<file path="src/rtl/filter_fir_mc.sv">
// Multi-channel FIR with one time-shared MAC. Result and dataReady appear TAPS+2 cycles after acceptance.
// Backpressure: ready is high only in IDLE. Samples offered while busy are ignored, and coefficient writes made while busy are dropped.
module filter_fir_mc #(
  parameter int DATA_W   = 16,
  parameter int COEF_W   = 16,
  parameter int TAPS     = 11,
  parameter int CHANNELS = 2,
  parameter int SHIFT    = 15,
  localparam int CH_W    = (CHANNELS > 1) ? $clog2(CHANNELS) : 1,
  localparam int A_W     = $clog2(TAPS)
) (
  input  logic                     clk,
  input  logic                     rst,
  input  logic signed [DATA_W-1:0] inSignalUnReg,
  input  logic [CH_W-1:0]          inChannel,
  input  logic                     newData,
  output logic                     ready,
  input  logic                     coefWe,
  input  logic [A_W-1:0]           coefAddr,
  input  logic signed [COEF_W-1:0] coefData,
  output logic                     coefDrop,
  output logic signed [DATA_W-1:0] outSignal,
  output logic [CH_W-1:0]          outChannel,
  output logic                     dataReady
);

  localparam int ACC_W = DATA_W + COEF_W + $clog2(TAPS);
  localparam int P_W   = DATA_W + COEF_W;
  localparam logic [A_W-1:0] LAST = A_W'(TAPS - 1);
  // The shift by SHIFT followed by a shift right by 1 yields 1<<(SHIFT-1), or 0 when SHIFT is 0.
  localparam logic signed [ACC_W:0] RND  = ((ACC_W+1)'(1) << SHIFT) >> 1;
  localparam logic signed [ACC_W:0] MAXV = {{(ACC_W+2-DATA_W){1'b0}}, {(DATA_W-1){1'b1}}};
  localparam logic signed [ACC_W:0] MINV = {{(ACC_W+2-DATA_W){1'b1}}, {(DATA_W-1){1'b0}}};

  typedef enum logic [1:0] {IDLE, WRITE, MAC, OUT} state_t;
  state_t state;

  logic signed [DATA_W-1:0] dline [CHANNELS][TAPS];
  logic [A_W-1:0]           ptr   [CHANNELS];
  logic signed [COEF_W-1:0] coef  [TAPS];

  logic [CH_W-1:0]          curCh;
  logic signed [DATA_W-1:0] sampleReg;
  logic [A_W-1:0]           tapIdx;
  logic [A_W-1:0]           rdIdx;
  logic signed [ACC_W-1:0]  acc;

  logic signed [P_W-1:0]    prod;
  logic signed [ACC_W:0]    accRnd;
  logic signed [ACC_W:0]    accShift;
  logic signed [DATA_W-1:0] satVal;

  assign prod = P_W'(coef[tapIdx]) * P_W'(dline[curCh][rdIdx]);

  // Round half-up one bit wider than the accumulator, then clamp to the output range.
  always_comb begin
    accRnd   = {acc[ACC_W-1], acc} + RND;
    accShift = accRnd >>> SHIFT;
    if (accShift > MAXV)
      satVal = {1'b0, {(DATA_W-1){1'b1}}};
    else if (accShift < MINV)
      satVal = {1'b1, {(DATA_W-1){1'b0}}};
    else
      satVal = accShift[DATA_W-1:0];
  end

  always_ff @(posedge clk or negedge rst) begin
    if (!rst) begin
      state      <= IDLE;
      ready      <= 1'b1;
      dataReady  <= 1'b0;
      coefDrop   <= 1'b0;
      outSignal  <= '0;
      outChannel <= '0;
      curCh      <= '0;
      sampleReg  <= '0;
      tapIdx     <= '0;
      rdIdx      <= '0;
      acc        <= '0;
      for (int c = 0; c < CHANNELS; c++) begin
        ptr[c] <= '0;
        for (int t = 0; t < TAPS; t++) dline[c][t] <= '0;
      end
      for (int t = 0; t < TAPS; t++) coef[t] <= '0;
    end else begin
      dataReady <= 1'b0;
      coefDrop  <= 1'b0;

      // A write that coincides with an accepted sample lands before that sample's MAC pass.
      if (coefWe) begin
        if (state == IDLE && 32'(coefAddr) < 32'(TAPS))
          coef[coefAddr] <= coefData;
        else
          coefDrop <= 1'b1;
      end

      case (state)
        IDLE: begin
          if (newData && 32'(inChannel) < 32'(CHANNELS)) begin
            curCh     <= inChannel;
            sampleReg <= inSignalUnReg;
            ready     <= 1'b0;
            state     <= WRITE;
          end
        end
        WRITE: begin
          dline[curCh][ptr[curCh]] <= sampleReg;
          acc    <= '0;
          tapIdx <= '0;
          rdIdx  <= ptr[curCh];
          state  <= MAC;
        end
        MAC: begin
          acc    <= acc + ACC_W'(prod);
          tapIdx <= tapIdx + 1'b1;
          rdIdx  <= (rdIdx == '0) ? LAST : rdIdx - 1'b1;
          if (tapIdx == LAST) state <= OUT;
        end
        OUT: begin
          outSignal  <= satVal;
          outChannel <= curCh;
          dataReady  <= 1'b1;
          ptr[curCh] <= (ptr[curCh] == LAST) ? '0 : ptr[curCh] + 1'b1;
          ready      <= 1'b1;
          state      <= IDLE;
        end
        default: state <= IDLE;
      endcase
    end
  end

endmodule

</file>
<file path="config.mk">
export PLATFORM = sky130hd
export DESIGN_NAME = filter_fir_mc
export DESIGN_NICKNAME = d
export VERILOG_FILES = /design/src/rtl/filter_fir_mc.sv
export SDC_FILE = /design/constraint.sdc
export NUM_CORES = 2
export LEC_CHECK = 0
export CAP_MARGIN = 20
export CELL_PAD_IN_SITES_DETAIL_PLACEMENT = 1
export CELL_PAD_IN_SITES_GLOBAL_PLACEMENT = 1
export CORE_MARGIN = 1.5
export CORE_UTILIZATION = 36
export CTS_CLUSTER_DIAMETER = 30
export CTS_CLUSTER_SIZE = 30
export DETAILED_ROUTE_END_ITERATION = 6
export MAX_ROUTING_LAYER = met4
export PLACE_DENSITY_LB_ADDON = 0.08
export SYNTH_ARGS = -nofsm -noshare
export SYNTH_HDL_FRONTEND = slang
export SYNTH_SLANG_ARGS = --single-unit
</file>
<file path="constraint.sdc">
create_clock -name clk -period 8.8 [get_ports clk]
set_input_delay 2.2 -clock clk [delete_from_list [all_inputs] [get_ports clk]]
set_output_delay 2.2 -clock clk [all_outputs]
set_load 0.05 [all_outputs]
</file>
## Word-level counts from Yosys, hierarchy flattened

Index checks and enable logic that the tools add are counted.

| operators by class | value |
|---|---|
| add/sub/neg operators | 5 |
| $mul | 1 |
| order comparisons | 11 |
| equality and inequality tests | 7 |
| mux-type cells | 38 |
| bitwise gates (word level) | 5 |
| reduce and logical (&&, ||, !) cells | 12 |

Operators with widths:

| operator | count |
|---|---|
| $mux W176 | 4 |
| $bwmux W352 | 1 |
| $bwmux W176 | 1 |
| $demux W176 S1 | 1 |
| $bmux W16 S4 | 2 |
| $demux W16 S4 | 2 |
| $mux W16 | 8 |
| $pmux W36 S2 | 1 |
| $add A36 B16 Y37 const B | 1 |
| $add A36 B32 Y36 | 1 |
| $mul A16 B16 Y32 | 1 |
| $mux W4 | 6 |
| $gt A22 B16 Y1 const B | 1 |
| $lt A22 B16 Y1 const B | 1 |
| $ge A5 B5 Y1 const B | 4 |
| $not A4 Y5 | 4 |
| $pmux W4 S2 | 2 |
| $lt A5 B1 Y1 const B | 2 |
| $add A4 B1 Y4 const B | 2 |
| $bwmux W8 | 1 |
| $eq A4 B4 Y1 const B | 2 |
| $pmux W2 S4 | 1 |
| $reduce_and A2 Y1 | 4 |
| $demux W4 S1 | 1 |
| other kinds (15) | 25 |

| word-level totals | value |
|---|---|
| bits in registers | 619 |
| word-level logic and storage cells | 125 |

## Longest topological paths before layout

| logic depth | value |
|---|---|
| depth after elaboration | 12 |
| gate-level depth with buffers | 33 |

## Worst setup path after synthesis

No wires, ideal clock.

| timing path | value |
|---|---|
| path type | reg-to-reg |
| start point | reg curCh |
| end point | reg acc[32] |
| setup time | 122 ps |
| arrival | 7264 ps |
| required time | 8678 ps |
| path slack | 1415 ps |
| cell stages (with the launch flop) | 27 |
| path through | dfrtp_1 > buf_6 > buf_6 > mux4_2 > mux4_2 > a22oi_4 > buf_4 > nor2_1 > fa_1 > inv_1 > fa_1 > fa_1 > fa_1 > inv_1 > fa_1 > inv_1 > fa_1 > inv_1 > ha_1 > nand2_1 > or2_0 > nor3_1 > a21oi_1 > a21oi_1 > a21oi_1 > o21a_1 > a32o_1 |

| on the way | value |
|---|---|
| cells in the longest elaborated chain, start to end | 10 |

Ends and longest elaborated chain:

| item | RTL line | RTL |
|---|---|---|
| from (decl) | 42 | `logic [CH_W-1:0] curCh;` |
| from (signal assigned) | 100 | `curCh <= inChannel;` |
| $not A1 Y2 (implied by the code) | 53 | `assign prod = P_W'(coef[tapIdx]) * P_W'(dline[curCh][rdIdx]);` |
| $mux W176 (implied by the code) (3 in a row) | 53 |  |
| $bmux W16 S4 | 53 |  |
| $mux W16 (implied by the code) (2 in a row) | 53 |  |
| $mul A16 B16 Y32 | 53 |  |
| $add A36 B32 Y36 | 114 | `acc <= acc + ACC_W'(prod);` |
| $pmux W36 S2 | 97 | `case (state)` |
| to (signal assigned) | 114 |  |
| to (decl) | 46 | `logic signed [ACC_W-1:0] acc;` |

Every way passes these cells. The select of a mux whose other input is x is not followed.
A chain may end at the register's enable or synchronous reset.

## Final worst setup path

Same ends and word-level chain as after synthesis.

==> summary.txt <==
Yosys
  – Fraction of the mapped netlist area in compound gates: 0.0492
  – Average cell area after synthesis: around 12 sq um
  – Async set-reset flop share out of synthesis: 1.00
  – Warnings, synthesis: 0
  – Synth top area cells: dfrtp_1, fa_1, mux2_2
  – Prevailing post-synth register cell: dfrtp_1
  – Net count after synthesis: between 3000 and 4000
  – Area share of the leading cell type in the synthesized netlist: 0.385
  – Count of mapped cells out of synthesis: roughly 3300
  – Synth cell types: 82
  – Parity-gate share of the synthesized area counting xor and xnor cells: 0.0115
  – Combined area of all synthesized cells: approximately 40000 sq um
  – Number of flops mapped to enable cells by yosys: 0
  – Fraction of the mapped netlist area in simple logic gates: 0.0638
  – Post-synthesis register bit count: 619
  – Share of synthesized area spent on multiplexers: 0.232
  – Combinational family with the most area after synthesis: multiplexers
  – Sequential-to-total area share from yosys stat: 0.385
  – Library cell with the largest summed area after synthesis: dfrtp_1
  – Adder-cell area share of the yosys netlist: 0.192

STA
  – Tightest Pin Transition: 1.08 ns
  – Unrepaired setup endpoints after global routing: no
  – Worst slack on hold paths: around 0.48 ns
  – Final setup violation count: 0
  – Max Fclk: ~0.12 GHz
  – Hold violation total from the final report: 0
  – Share of the cycle needed by the critical path after routing: 0.954
  – Setup Skew: 0.0530 ns
  – Worst slew slack as a fraction of its limit: 0.277
  – Worst Slack Setup Final: between 0.4 and 0.5 ns
  – Period minus WS final: between 8 and 9 ns
  – Accumulated negative setup slack: 0 ns
  – Max-slew violation total from the final report: 0

Detailed routing
  – Via density per instance: around 5.1
  – Routed wire length: around 120000 um
  – Starting DRC count in detailed routing: ~1100
  – Count of unresolved DRC violations after routing: 0
  – First-pass detailed-route iteration total: 4
  – Post-route antenna net violation count: 0
  – Average wire length per cell after detail routing: ~24 um
  – Total number of vias: 25800

Final layout
  – Number of nets in the finished design: a little under 4000
  – Storage element area: ~16000 sq um
  – Number of filler instances in the final layout: 11400
  – Share of cells above drive strength 1: 0.303
  – Most frequent cells in the layout: dfrtp_1, mux2_2, inv_1
  – Finished Layout Cells: 5069
  – Combined area of the multi-input logic cells: 22100 sq um
  – Synth-to-Final Area Change: 21.5%
  – Most common library cell in the layout ignoring fill and taps: dfrtp_1

Critical path
  – Worst Setup Path Type: register to register
  – Kind of end point of the critical path: register
  – Start point of the critical path: curCh$_DFFE_PN0P_
  – R2r startpoint: curCh$_DFFE_PN0P_
  – Arrival time at the worst endpoint: 9.03 ns
  – Worst-path fanout max: 21
  – CP Launch Type: register
  – Critical path required time: between 9 and 10 ns

Min path
  – Launch instance of the worst min-delay path: ready$_DFFE_PN1P_
  – Type of the worst min-delay path: register to register

Global routing
  – Wire length of the first global-routing pass: ~190000 um
  – Antenna violations before repair: 8
  – Number of global-route vias before repair: about 31000
  – Total global routing overflow: 0
  – GRT Util Overall: 0.228
  – Maximum number of pins on one net before global-route repair: around 160

Floorplan
  – Chip width: about 340 um
  – I/O Pins: 61
  – Height of the die: ~340 um
  – Rows: around 120
  – Full die area: roughly 110000 sq um
  – Floorplan core area: around 110000 sq um
  – Initial core utilization: 0.363

CTS
  – CTS tree: built
  – Number of CTS-inserted buffers: 174
  – Buffer cell driving the clock tree root: clkbuf_16
  – Post-CTS Hold Buffers: 0
  – Clock Latency Late Sink: between 0.7 and 0.8 ns
  – Clk pin slew, worst setup/hold paths: 0.04 ns
  – Clk sink count: between 600 and 700
  – Number of buffers between clock root and the deepest sink: 3
  – Number of H-tree levels: 4

Placement
  – DP HPWL: 82600 um
  – Post-Place Cells: 4743
  – Global placer's final weighted congestion: around 0.8
  – Number of buffers inserted by port buffering: 60
  – Pre-CTS setup slack: 0.280 ns

Flow run
  – Max Cap Violations: 0

Status
  – Result of the run: finished clean
==> timing repair <==
item	4_1_cts	5_1_grt
resized for setup	0	7
setup endpoints to repair	0	7
setup buffers	0	3
==> final timing paths <==
kind,end,slack [ns],depth (start not counted)
worst max register to register,acc[32]$_DFFE_PN0P_,0.41,25
min in group asynchronous,coef[145]$_DFFE_PN0P_,1.56,1
worst min register to register,ready$_DFFE_PN1P_,0.48,2
worst min-delay path,ready$_DFFE_PN1P_,0.48,2
max in group asynchronous,curCh$_DFFE_PN0P_,5.66,2
worst max-delay path,acc[32]$_DFFE_PN0P_,0.41,25
==> final cells by class <==
| class | instances | area share |
|---|---|---|
| clock inverter | 74 | 0.0229 |
| sequential | 619 | 0.317 |
| timing repair buffer | 172 | 0.0329 |
| tap | 1488 | 0.0381 |
| clock buffer | 240 | 0.102 |
| antenna | 7 | 0.000358 |
| inverter | 439 | 0.0337 |
| multi-input combinational | 2030 | 0.453 |
==> worst max-delay path, cell delays in order, from the launching register on <==
cell and delay (ns):
dfrtp_4 0.66, buf_12 0.25, mux4_2 0.52, mux4_2 0.51, a22oi_4 0.55, nor2_1 0.11, fa_1 0.50, inv_1 0.05
fa_1 0.57, fa_1 0.46, fa_1 0.56, inv_1 0.06, fa_1 0.53, inv_1 0.06, fa_1 0.53, inv_1 0.04
ha_1 0.32, nand2_1 0.14, or2_0 0.26, nor3_1 0.31, a21oi_1 0.17, a21oi_2 0.30, a21oi_1 0.16, buf_4 0.18
o21a_1 0.17, a32o_1 0.25
==> registers in the layout, indices dropped and copies added (netlist names), 4 cells and up <==
signal and cells:
rdIdx 4, coef 176, acc 36, tapIdx 4, dline 352, ptr 8, outSignal 16, sampleReg 16
==> synth_stat cells (all sizes together), types with 10 or more instances <==
library cell,n
a21o,18
a21oi,69
a31oi,17
buf,88
clkbuf,103
dfrtp,618
fa,314
ha,116
inv,439
mux2,548
mux2i,74
mux4,107
nand2,168
nand2b,42
nand3,21
nor2,209
nor2b,26
nor3,14
o21ai,59
o221ai,15
o22a,10
o22ai,30
o2bb2ai,17
o31ai,11
xnor2,38
xor2,15
==> metrics by stage <==
step | area (sq um) | util
after global routing | 48900 | 0.442
after floorplan | 40200 | -
final | 48900 | 0.442
after global placement | 42600 | 0.385
after detailed placement | 42700 | 0.386
after CTS | 48800 | 0.441
==> routing by layer <==
metal,up-vias,part of all wire,global-route usage
met3,192,0.030,0.0368
met2,352,0.51,0.387
met1,13900,0.44,0.278
met4,0,0.023,0.0674
li1,11400,-,-
met5,-,0,-
==> cell families (layout without fill, tap and decap cells) <==
logic type / after synthesis / after routing
xor gates and xnor gates: 53 / 53
AOI/OAI and AO/OA: 288 / 288
and+or+nand+nor: 530 / 530
adders and majority gates: 430 / 430
muxes: 729 / 729
other: 0 / 7
buffers and inverters: 630 / 925
DFF: 619 / 619
Power is not shown: default switching activity piles up to over one toggle a cycle in this logic, so the estimate is an artifact.
